File: config.mk
export PLATFORM = sky130hd
export DESIGN_NAME = mod5_check_serializer
export DESIGN_NICKNAME = d
export VERILOG_FILES = /design/src/rtl/mod5_check_serializer.sv
export SDC_FILE = /design/constraint.sdc
export NUM_CORES = 1
export LEC_CHECK = 0
export CAP_MARGIN = 10
export CORE_MARGIN = 2
export CORE_UTILIZATION = 45
export CTS_BUF_LIST = sky130_fd_sc_hd__clkbuf_4
export DETAILED_ROUTE_END_ITERATION = 7
export GPL_TIMING_DRIVEN = 0
export PLACE_DENSITY = 0.7
export SYNTH_ARGS = -nofsm -noshare
export SYNTH_HDL_FRONTEND = slang
export SYNTH_SLANG_ARGS = --single-unit
File: constraint.sdc
create_clock -name clk -period 1.7 [get_ports clk]
set_input_delay 0.34 -clock clk [delete_from_list [all_inputs] [get_ports clk]]
set_output_delay 0.34 -clock clk [all_outputs]
set_load 0.02 [all_outputs]
File: src/rtl/mod5_check_serializer.sv
// MSB-first parallel-to-serial transmitter with a running mod-5 remainder and an
// optional 3-bit check field that makes the whole frame divisible by 5.
module mod5_check_serializer #(
  parameter int WIDTH    = 8,
  parameter bit CHECK_EN = 1'b1
) (
  input  logic             clk,
  input  logic             reset_n,
  input  logic             load_valid,
  input  logic [WIDTH-1:0] load_data,
  output logic             load_ready,
  output logic             dout,
  output logic             dout_valid,
  output logic             frame_last,
  output logic [2:0]       rem,
  output logic [1:0]       dbg_state
);

  // Handshake: a word transfers on a rising edge where load_valid && load_ready;
  // load_valid while load_ready=0 is ignored and nothing is captured.

  localparam int CW = (WIDTH > 1) ? $clog2(WIDTH) : 1;

  typedef enum logic [1:0] {
    IDLE  = 2'd0,
    DATA  = 2'd1,
    CHECK = 2'd2
  } state_t;

  state_t           state_q, state_d;
  logic [WIDTH-1:0] shift_q, shift_d;
  logic [CW-1:0]    cnt_q, cnt_d;
  logic [2:0]       chk_q, chk_d;
  logic [1:0]       chk_cnt_q, chk_cnt_d;
  logic             dout_q, dout_d;
  logic             dout_valid_q, dout_valid_d;
  logic             frame_last_q, frame_last_d;
  logic [2:0]       rem_q, rem_d;
  logic [2:0]       rem_next;
  logic [2:0]       check_val;

  // (2*r + b) mod 5 with a single conditional subtract; max intermediate is 9.
  function automatic logic [2:0] mod5_step(input logic [2:0] r, input logic b);
    logic [3:0] t;
    t = {r, 1'b0} + {3'b000, b};
    if (t >= 4'd5) t = t - 4'd5;
    return t[2:0];
  endfunction

  assign rem_next  = mod5_step(rem_q, dout_q);
  // Check value is (2*r) mod 5, i.e. one more step with a zero bit.
  assign check_val = mod5_step(rem_next, 1'b0);

  always_comb begin
    state_d      = state_q;
    shift_d      = shift_q;
    cnt_d        = cnt_q;
    chk_d        = chk_q;
    chk_cnt_d    = chk_cnt_q;
    dout_d       = 1'b0;
    dout_valid_d = 1'b0;
    frame_last_d = 1'b0;
    rem_d        = rem_q;
    case (state_q)
      IDLE: begin
        if (load_valid) begin
          state_d      = DATA;
          shift_d      = load_data << 1;
          cnt_d        = CW'(WIDTH - 1);
          dout_d       = load_data[WIDTH-1];
          dout_valid_d = 1'b1;
          frame_last_d = (WIDTH == 1) && !CHECK_EN;
          rem_d        = 3'd0;
        end
      end
      DATA: begin
        rem_d = rem_next;
        if (cnt_q == '0) begin
          if (CHECK_EN) begin
            state_d      = CHECK;
            dout_d       = check_val[2];
            chk_d        = {check_val[1:0], 1'b0};
            chk_cnt_d    = 2'd2;
            dout_valid_d = 1'b1;
          end else begin
            state_d = IDLE;
          end
        end else begin
          dout_d       = shift_q[WIDTH-1];
          shift_d      = shift_q << 1;
          cnt_d        = cnt_q - CW'(1);
          dout_valid_d = 1'b1;
          frame_last_d = (cnt_q == CW'(1)) && !CHECK_EN;
        end
      end
      CHECK: begin
        rem_d = rem_next;
        if (chk_cnt_q == 2'd0) begin
          state_d = IDLE;
        end else begin
          dout_d       = chk_q[2];
          chk_d        = {chk_q[1:0], 1'b0};
          chk_cnt_d    = chk_cnt_q - 2'd1;
          dout_valid_d = 1'b1;
          frame_last_d = (chk_cnt_q == 2'd1);
        end
      end
      default: state_d = IDLE;
    endcase
  end

  always_ff @(posedge clk or negedge reset_n) begin
    if (!reset_n) begin
      state_q      <= IDLE;
      shift_q      <= '0;
      cnt_q        <= '0;
      chk_q        <= 3'd0;
      chk_cnt_q    <= 2'd0;
      dout_q       <= 1'b0;
      dout_valid_q <= 1'b0;
      frame_last_q <= 1'b0;
      rem_q        <= 3'd0;
    end else begin
      state_q      <= state_d;
      shift_q      <= shift_d;
      cnt_q        <= cnt_d;
      chk_q        <= chk_d;
      chk_cnt_q    <= chk_cnt_d;
      dout_q       <= dout_d;
      dout_valid_q <= dout_valid_d;
      frame_last_q <= frame_last_d;
      rem_q        <= rem_d;
    end
  end

  assign load_ready = (state_q == IDLE) && reset_n;
  assign dout       = dout_q;
  assign dout_valid = dout_valid_q;
  assign frame_last = frame_last_q;
  assign rem        = rem_q;
  assign dbg_state  = state_q;

endmodule

==> qor.csv, run 1 <==
stage,metric,value,unit
run_status,status,"finished, violations left",
run_status,failed_checks,setup timing,
worst_setup_path,crit_required,1940,ps
cts,clk_path_buf_depth,2,
layout,fill_cells,251,
cts,cts.sinks,22,
power,p_int,2026,uW
global_route,track_usage,20.42,%
worst_setup_path,worstSetupStartpointType,flop,
cts,htreeDepth,1,
synthesis,synth-simple-area-share,18.02,%
power,comb_power_share,62.9,%
worst_setup_path,path_cells,ha_4 > nand2b_4 > a21o_1 > xnor2_2 > buf_4 > or2b_1 > a41oi_2,
power,max-vdd-ir-drop,0.0008649,V
die,dieArea,3612,um^2
timing,setup_ws,-105.2,ps
synthesis,synth_compound_area_share,21.20,%
routing,wl,3.500,mm
routing,postRouteAntennaNets,0,
power,pwr-share-clk,12.0,%
cts,cts_root_buffer,clkbuf_4,
placed_design,placed_area,1687,um^2
placed_design,port-buffer-count,19,
synthesis,synthMuxAreaShare,6.360,%
power,p_leak,0.0008958,uW
layout,multi_input_area,878.3,um^2
placed_design,routabilityCongestion,0.7813,
timing,max_freq,554.0,MHz
die,rows,20,
timing,final.min_clock_period,1805,ps
die,die_w,60.10,um
routing,drt-pass1-iter-count,4,
routing,drc,0,
worst_setup_path,cpMaxStageDelayCell,dfrtp_2,
flow_run,maxCapViolCount,0,
worst_setup_path,crit_family,flip-flops,
routing,vias,1321,
routing,drtIter0Drc,52,
timing,slew_headroom,56.24,%
timing,finalCritPeriodShare,106.2,%
global_route,antenna_found_initial,0,
die,io_pins,20,
cts,cts_buffers,3,
power,seqPwrFrac,25.1,%
layout,final_cell_area,1942,um^2
synthesis,synth.avg_cell_area,9.021,um^2
timing,worst_pin_slew,654.2,ps
cts,clock_latency,320,ps
synthesis,ys_ff_latch,22,
timing,rsz0062_at_grt,true,
worst_setup_path,cp.arrival,2050,ps
synthesis,syn_area,1416,um^2
layout,final_layout_size_suffix_gt1_share,30.10,%
placed_design,place_ws,-1067,ps
timing,whs,530.8,ps
timing,finalHoldViolCount,0,
layout,layout.nets,218,
synthesis,synth_top_family_by_area,compound AO/OA/AOI/OAI gates,
synthesis,synth_warnings,0,
synthesis,seq_area_frac_synth,38.87,%
cts,clk_pin_slew,130,ps
routing,wl_per_cell,14.58,um
worst_setup_path,path_max_fanout,3,
layout,most-common-layout-cells,"18 x buf_4, 17 x dfrtp_1, 16 x nor2_1",
worst_setup_path,critPathKind,flop to flop,
layout,antennaDiodeCount,0,
global_route,overflow,0,
worst_setup_path,crit_buf_inv,1,
layout,register_area,556.8,um^2
power,p_total,3508,uW
timing,finalSetupViolations,1,
timing,maxSlewViolCount,0,
synthesis,yosys.cell_types.count,41,
timing,finClkSkew,8.142,ps
placed_design,hpwl,2.265,mm
worst_setup_path,cpPeakStageDelay,470,ps
routing,vias_per_cell,5.504,
worst_setup_path,end_kind,flop,
layout,layout_commonest_cell,buf_4,
synthesis,synthAdderAreaFrac,8.834,%
power,swShare,42.26,%
layout,final_core_util,64.13,%
layout,syn_to_final_growth,37.10,%
die,core_area,3028,um^2
die,die_h,60.10,um
hold_path,min_path_type,input port to asynchronous set/reset pin,
synthesis,syn_inst,157,
die,start_util,46.78,%
global_route,grt_pass1_vias,1256,
power,switchingPower,1483,uW
global_route,grt_start_max_net_pins,24,
synthesis,syn_nets,178,
global_route,grt_first_pass_wirelength,5.575,mm
synthesis,synth_xor_area_share,1.148,%
cts,cts_tree,yes,
power,power_density,1807,nW/um^2
## cell type report
| cell class | count | share of cell area (%) |
|---|---|---|
| buffer | 4 | 1.418 |
| tap | 44 | 2.835 |
| clock buffer | 3 | 1.160 |
| timing repair buffer | 37 | 16.69 |
| inverter | 12 | 2.448 |
| multi-input combinational | 117 | 45.23 |
| clock inverter | 1 | 1.546 |
| sequential | 22 | 28.67 |
## logic make-up after synthesis
group	after synthesis
compound gates	46
flops	22
mux	9
simple gates	51
buf+inv	18
xor+xnor	1
fa+ha+maj	10
## path summary, 6_finish.rpt
path                            startpoint            to  slack, ps  cells after the start
worst max-delay path                  dout          dout       -110                      7
worst min-delay path               reset_n        rem[1]        530                      2
worst max register to register        dout          dout       -110                      7
worst min register to register    chk_q[1]      chk_q[1]        530                      2
max in group asynchronous          reset_n  dbg_state[1]        630                      2
min in group clk                  chk_q[1]      chk_q[1]        530                      2
## registers in the layout, indices dropped and copies added (netlist names)
signal and flops:
chk_cnt_q 2, chk_q 2, cnt_q 3, dbg_state 2
dout 1, dout_valid 1, frame_last 1, rem 3
shift_q 7
## power by group through the flow
stage               clock [uW]  combinational (uW)  sequential, uW
detailed placement           0                1740             908
global placement             0                1670             894
finish                     421                2210             882
floorplan                    0                1240             945
global route               443                2420             908
CTS                        424                2000             872
## synthesized netlist by cell type
library cell / count / area share, %
o211a_1: 1 / 0.71
a31oi_1: 4 / 1.8
a21oi_1: 15 / 5.3
o211ai_1: 2 / 1.1
o31ai_1: 1 / 0.53
o22ai_1: 2 / 0.88
clkbuf_1: 1 / 0.26
nand2b_4: 1 / 0.97
a221oi_1: 2 / 1.2
nor2b_1: 1 / 0.44
a41oi_2: 1 / 1.1
buf_2: 3 / 1.1
nor2_1: 18 / 4.8
a21o_1: 1 / 0.53
and3b_2: 1 / 0.71
nand3_1: 6 / 2.1
mux2i_1: 9 / 6.4
a32oi_1: 1 / 0.62
nor3_1: 2 / 0.71
xnor2_2: 1 / 1.1
o41ai_1: 1 / 0.62
nand2_1: 11 / 2.9
or3b_1: 1 / 0.62
a211oi_1: 1 / 0.53
nand2b_1: 4 / 1.8
and2b_2: 1 / 0.62
ha_1: 10 / 8.8
buf_1: 1 / 0.26
o21ai_0: 9 / 3.2
and2_1: 2 / 0.88
inv_1: 12 / 3.2
and3_1: 1 / 0.44
or2b_1: 1 / 0.53
buf_6: 1 / 0.79
a21boi_0: 1 / 0.53
dfrtp_1: 22 / 39
a211o_1: 1 / 0.62
and2_2: 1 / 0.53
a31o_2: 1 / 0.62
a22o_1: 1 / 0.62
a22o_2: 1 / 0.71
## metal layers
layer / GRT usage (%) / up-vias / part of all wire, %
met5: 0 / - / 0
met4: 4.444 / 0 / 0.71
met3: 3.463 / 5 / 4.5
met2: 35.25 / 40 / 51
met1: 26.66 / 644 / 44
li1: - / 632 / -
## metrics by stage
step | setup TNS (ps) | cells
final | -105.2 | 240
after CTS | -171.0 | 234
after global placement | -4708 | 220
after detailed placement | -5630 | 220
after global routing | -346.7 | 240
after floorplan | -94.72 | 157
## timing repair
| action | CTS | global route |
|---|---|---|
| hold buffers | 0 | 2 |
| resized for setup | 21 | 24 |
| pin swaps | 5 | 9 |
| endpoints found under the setup margin | 24 | 16 |
| setup buffers | 12 | 4 |
| endpoints found under the hold margin | 0 | 14 |
Power figures use the tool's default switching activity.
==> run 2: changes to the inputs <==
- SLEW_MARGIN: unset -> 40
==> run 2 against run 1 <==
Effect of this change:
- total power down 2.3%
- clock-buffer cell count unchanged
- combinational power down 4%
- clock skew up 1.0 ps
- the flow still finishes with violations (setup timing)
- hold slack worse by 430 ps
- sequential power down 0.7%
- cell count down 0.83%
- setup slack better by 18 ps
- routed wire length down 2.6%
- sequential share of layout area up 0.76 points
- sequential cell count unchanged
- critical path type unchanged
- global-route usage up 0.67 points
==> qor.csv, run 2 (synthesized netlist as in run 1, its figures left out) <==
stage,metric,value,unit
die,io_pins,20,
worst_setup_path,end_kind,flop,
worst_setup_path,critPathKind,flop to flop,
flow_run,maxCapViolCount,0,
routing,drc,0,
routing,drtIter0Drc,57,
layout,antennaDiodeCount,0,
global_route,grt_start_max_net_pins,23,
timing,final.min_clock_period,1787,ps
die,core_area,3028,um^2
worst_setup_path,rr_worst_depth,7,
worst_setup_path,rrSetupSlack,-90,ps
timing,worst_pin_slew,498.1,ps
placed_design,port-buffer-count,19,
layout,most-common-layout-cells,"17 x buf_4, 17 x nor2_1, 17 x dfrtp_1",
cts,clk_path_buf_depth,2,
worst_setup_path,worstSetupStartpointType,flop,
layout,final_core_util,62.48,%
placed_design,routabilityCongestion,0.7813,
timing,finClkSkew,9.173,ps
die,start_util,46.78,%
timing,finalSetupViolations,1,
die,die_w,60.10,um
placed_design,hpwl,2.275,mm
global_route,grt_first_pass_wirelength,5.699,mm
layout,final_layout_size_suffix_gt1_share,27.32,%
global_route,grt_pass1_vias,1264,
routing,vias,1293,
cts,clk_pin_slew,140,ps
worst_setup_path,r2r_start,dout,
layout,syn_to_final_growth,33.57,%
run_status,failed_checks,setup timing,
hold_path,min_path_type,input port to asynchronous set/reset pin,
timing,setup_ws,-87.16,ps
placed_design,place_ws,-415.1,ps
cts,cts.sinks,22,
global_route,antenna_found_initial,0,
power,p_leak,0.0008667,uW
worst_setup_path,path_max_fanout,3,
die,dieArea,3612,um^2
timing,slew_headroom,66.79,%
cts,htreeDepth,1,
timing,finalCritPeriodShare,105.1,%
run_status,status,"finished, violations left",
timing,max_freq,559.5,MHz
layout,top_register,shift_q,
routing,vias_per_cell,5.433,
timing,finalHoldViolCount,0,
power,max-vdd-ir-drop,0.0008388,V
layout,layout.nets,216,
worst_setup_path,cp.arrival,2030,ps
die,die_h,60.10,um
timing,rsz0062_at_grt,true,
routing,wl,3.409,mm
worst_setup_path,reg2reg_to,dout,
routing,drt-pass1-iter-count,4,
cts,cts_buffers,3,
worst_setup_path,crit_required,1940,ps
global_route,overflow,0,
power,p_total,3427,uW
layout,largest_reg_flops,7,
cts,cts_root_buffer,clkbuf_4,
die,rows,20,
global_route,track_usage,21.10,%
routing,postRouteAntennaNets,0,
power,power_density,1812,nW/um^2
timing,maxSlewViolCount,0,
cts,clock_latency,320,ps
routing,wl_per_cell,14.32,um
cts,cts_tree,yes,
run 2: final cells by class:
cell class / count / area, um^2
multi-input cells: 117 / 858.3
flip-flops and latches: 22 / 556.8
clock inverters: 1 / 30.03
plain buffers: 4 / 27.53
well taps: 44 / 55.05
repair buffers: 35 / 294.0
fillers: 270 / 1136
clock buffers: 3 / 22.52
inverters: 12 / 47.55
run 2: power by group:
group	switching, uW	leakage [uW]	internal, uW	total [uW]
clock	180	0.0000279	239	419
combinational	1110	0.000581	1020	2130
sequential	146	0.000257	730	876
run 2: critical path, stage by stage (launching register included):
cell and delay (ps):
dfrtp_2 470, ha_4 170, nand2b_4 150, a21o_1 200, xnor2_2 150, buf_4 140
or2b_1 230, a41oi_2 190
run 2: timing repair:
item                                   in CTS  in global routing
pin swaps                                   5                  5
resized for setup                          22                  8
hold buffers                                1                  0
setup endpoints to repair                  25                 14
endpoints found under the hold margin      22                  0
setup buffers                              11                  4
run 2: routing by layer:
metal	global-route usage [%]	share of wire, %
met2	35.56	48
met4	7.302	2.2
met3	4.113	5.1
met5	0	0
met1	26.79	44
run 2: how the worst max path moves through the flow:
stage / slack (ps) / to / depth (start not counted) / from
after floorplan: -90 / dout / 8 / dout
after global placement: -1000 / load_ready / 3 / reset_n
after detailed placement: -420 / shift_q[6] / 7 / load_valid
after CTS: -70 / dout / 6 / dout
after global routing: -160 / chk_q[1] / 7 / dout
final: -90 / dout / 7 / dout
run 2: stage by stage:
step	cell area, um^2	hold slack (ps)	setup TNS (ps)	std cells
floorplan	1441	44.41	-94.72	157
detailed placement	1682	350.2	-4475	220
global route	1892	139.8	-628.2	238
finish	1892	102.7	-87.16	238
global placement	1687	491.1	-4708	220
CTS	1844	549.8	-68.65	234
==> run 3: changes to the inputs <==
- CORE_MARGIN: 2 -> unset
- CTS_CLUSTER_DIAMETER: unset -> 50
- MAX_ROUTING_LAYER: unset -> met4
==> run 3 against run 2 <==
Effect of this change:
- the flow still finishes with violations (setup timing)
- final area up 0.53%
- sequential cell count is the same
- setup slack worse by 13 ps
- combinational power barely moved
- register-to-register slack barely moved
- non-clock buffer count grew 2
- first-iteration DRC count up 47%
- largest power group unchanged
==> qor.csv, run 3 (synthesized netlist as in run 1, its figures left out) <==
stage,metric,value,unit
cts,cts.sinks,22,
timing,final.min_clock_period,1800,ps
worst_setup_path,cpMaxStageDelayCell,dfrtp_2,
run_status,failed_checks,setup timing,
timing,setup_ws,-99.82,ps
die,rows,19,
die,dieArea,3376,um^2
power,p_leak,0.0008914,uW
placed_design,port-buffer-count,19,
global_route,grt_first_pass_wirelength,5.878,mm
power,swShare,44.02,%
timing,whs,413.8,ps
worst_setup_path,path_cells,ha_4 > nand2b_4 > a21o_1 > xnor2_2 > or3b_1 > a41oi_2,
worst_setup_path,critPathKind,flop to flop,
routing,vias,1336,
layout,final_core_util,66.12,%
routing,wl_per_cell,14.56,um
worst_setup_path,cp.arrival,2050,ps
power,comb_power_share,65.3,%
run_status,status,"finished, violations left",
worst_setup_path,r2r_start,dout,
routing,wl,3.465,mm
power,pwr-share-clk,7.9,%
layout,syn_to_final_growth,34.28,%
placed_design,hpwl,2.256,mm
die,start_util,49.24,%
die,die_w,58.10,um
power,max-vdd-ir-drop,0.001093,V
layout,register_area,555.5,um^2
placed_design,routabilityCongestion,0.7778,
global_route,overflow,0,
cts,clock_latency,320,ps
worst_setup_path,worstSetupStartpointType,flop,
routing,drtIter0Drc,84,
power,switchingPower,1448,uW
worst_setup_path,timing.critical_path.from,dout,
layout,antennaDiodeCount,0,
routing,postRouteAntennaNets,0,
routing,vias_per_cell,5.613,
hold_path,hold_start,load_valid,
cts,clk_pin_slew,130,ps
worst_setup_path,endpoint,dout,
layout,top_register,shift_q,
die,io_pins,20,
global_route,antenna_found_initial,0,
power,p_int,1842,uW
cts,clk_path_buf_depth,2,
layout,multi_input_area,867.1,um^2
cts,cts_buffers,3,
timing,maxSlewViolCount,0,
worst_setup_path,rrSetupSlack,-100,ps
timing,max_freq,555.6,MHz
routing,drc,0,
layout,layout.nets,218,
worst_setup_path,crit_required,1950,ps
timing,finalSetupViolations,3,
worst_setup_path,path_max_fanout,4,
hold_path,min_path_type,input port to flop,
timing,finClkSkew,3.481,ps
timing,finalCritPeriodShare,105.9,%
flow_run,maxCapViolCount,0,
worst_setup_path,rr_worst_depth,6,
global_route,grt_pass1_vias,1299,
layout,final_layout_size_suffix_gt1_share,28.06,%
timing,slew_headroom,61.45,%
worst_setup_path,cpPeakStageDelay,470,ps
timing,finalHoldViolCount,0,
die,die_h,58.10,um
timing,worst_pin_slew,576.4,ps
global_route,grt_start_max_net_pins,13,
worst_setup_path,end_kind,flop,
power,power_density,1730,nW/um^2
worst_setup_path,reg2reg_to,dout,
layout,largest_reg_flops,7,
timing,rsz0062_at_grt,true,
cts,cts_tree,yes,
global_route,track_usage,23.17,%
worst_setup_path,crit_family,simple AND/OR/NAND/NOR gates,
die,core_area,2877,um^2
worst_setup_path,crit_buf_inv,0,
cts,htreeDepth,1,
layout,most-common-layout-cells,"18 x buf_4, 18 x dfrtp_1, 17 x nor2_1",
power,seqPwrFrac,26.7,%
power,p_total,3290,uW
routing,drt-pass1-iter-count,4,
worst_setup_path,worstSetupPathDepth,6,
layout,fill_cells,233,
cts,cts_root_buffer,clkbuf_4,
run 3: worst min-delay path by stage:
stage	end	slack (ps)	cells past startpoint
finish	dout_valid	410	3
global route	dout_valid	450	3
CTS	shift_q[1]	540	2
detailed placement	frame_last	350	1
global placement	shift_q[1]	490	2
floorplan	chk_cnt_q[0]	40	0
run 3: power groups by stage:
stage / clock (uW) / combinational, uW / sequential, uW
detailed placement: 0 / 1740 / 912
finish: 261 / 2150 / 880
CTS: 258 / 1990 / 880
floorplan: 0 / 1240 / 945
global placement: 0 / 1680 / 896
global route: 271 / 2360 / 902
run 3: per-layer routing:
| metal | vias up | wire (um) | track usage, % |
|---|---|---|---|
| li1 | 635 | - | - |
| met1 | 653 | 1592 | 32.01 |
| met2 | 41 | 1665 | 35.14 |
| met3 | 7 | 161 | 2.679 |
| met4 | 0 | 46 | 8.503 |
| met5 | - | 0 | - |
run 3: area by class of cell:
class,instances,area share [%]
Buffer,4,1.447
Tap cell,42,2.763
Clock buffer,3,1.184
Clock inverter,1,0.1974
Multi-Input combinational cell,117,45.59
Sequential cell,22,29.21
Inverter,12,2.500
Timing Repair Buffer,37,17.11
run 3: stage by stage:
| step | setup slack [ps] | area [um^2] | instances | TNS, ps |
|---|---|---|---|---|
| 2_1_floorplan | -94.72 | 1441 | 157 | -94.72 |
| 6_report | -99.82 | 1902 | 238 | -123.7 |
| 3_5_place_dp | -403.5 | 1679 | 218 | -4319 |
| 3_3_place_gp | -1033 | 1684 | 218 | -4847 |
| 4_1_cts | -60.18 | 1831 | 233 | -60.18 |
| 5_1_grt | -135.2 | 1902 | 238 | -359.6 |
run 3: worst reg2reg max path: cells and delay by family, from the launching register on:
family	cells	cell delay (ps)
flip-flops	1	470
AND/OR/NAND/NOR	2	530
AO/OA/AOI/OAI	2	330
adder cells (fa/ha/maj)	1	180
XOR/XNOR	1	220
run 3: what timing repair did:
action / 4_1_cts / 5_1_grt
hold buffers: 2 / 0
pin swaps: 2 / 1
resized for setup: 20 / 14
endpoints found under the hold margin: 12 / 0
setup endpoints to repair: 22 / 15
cloned: 0 / 0
buffers inserted: 11 / 5
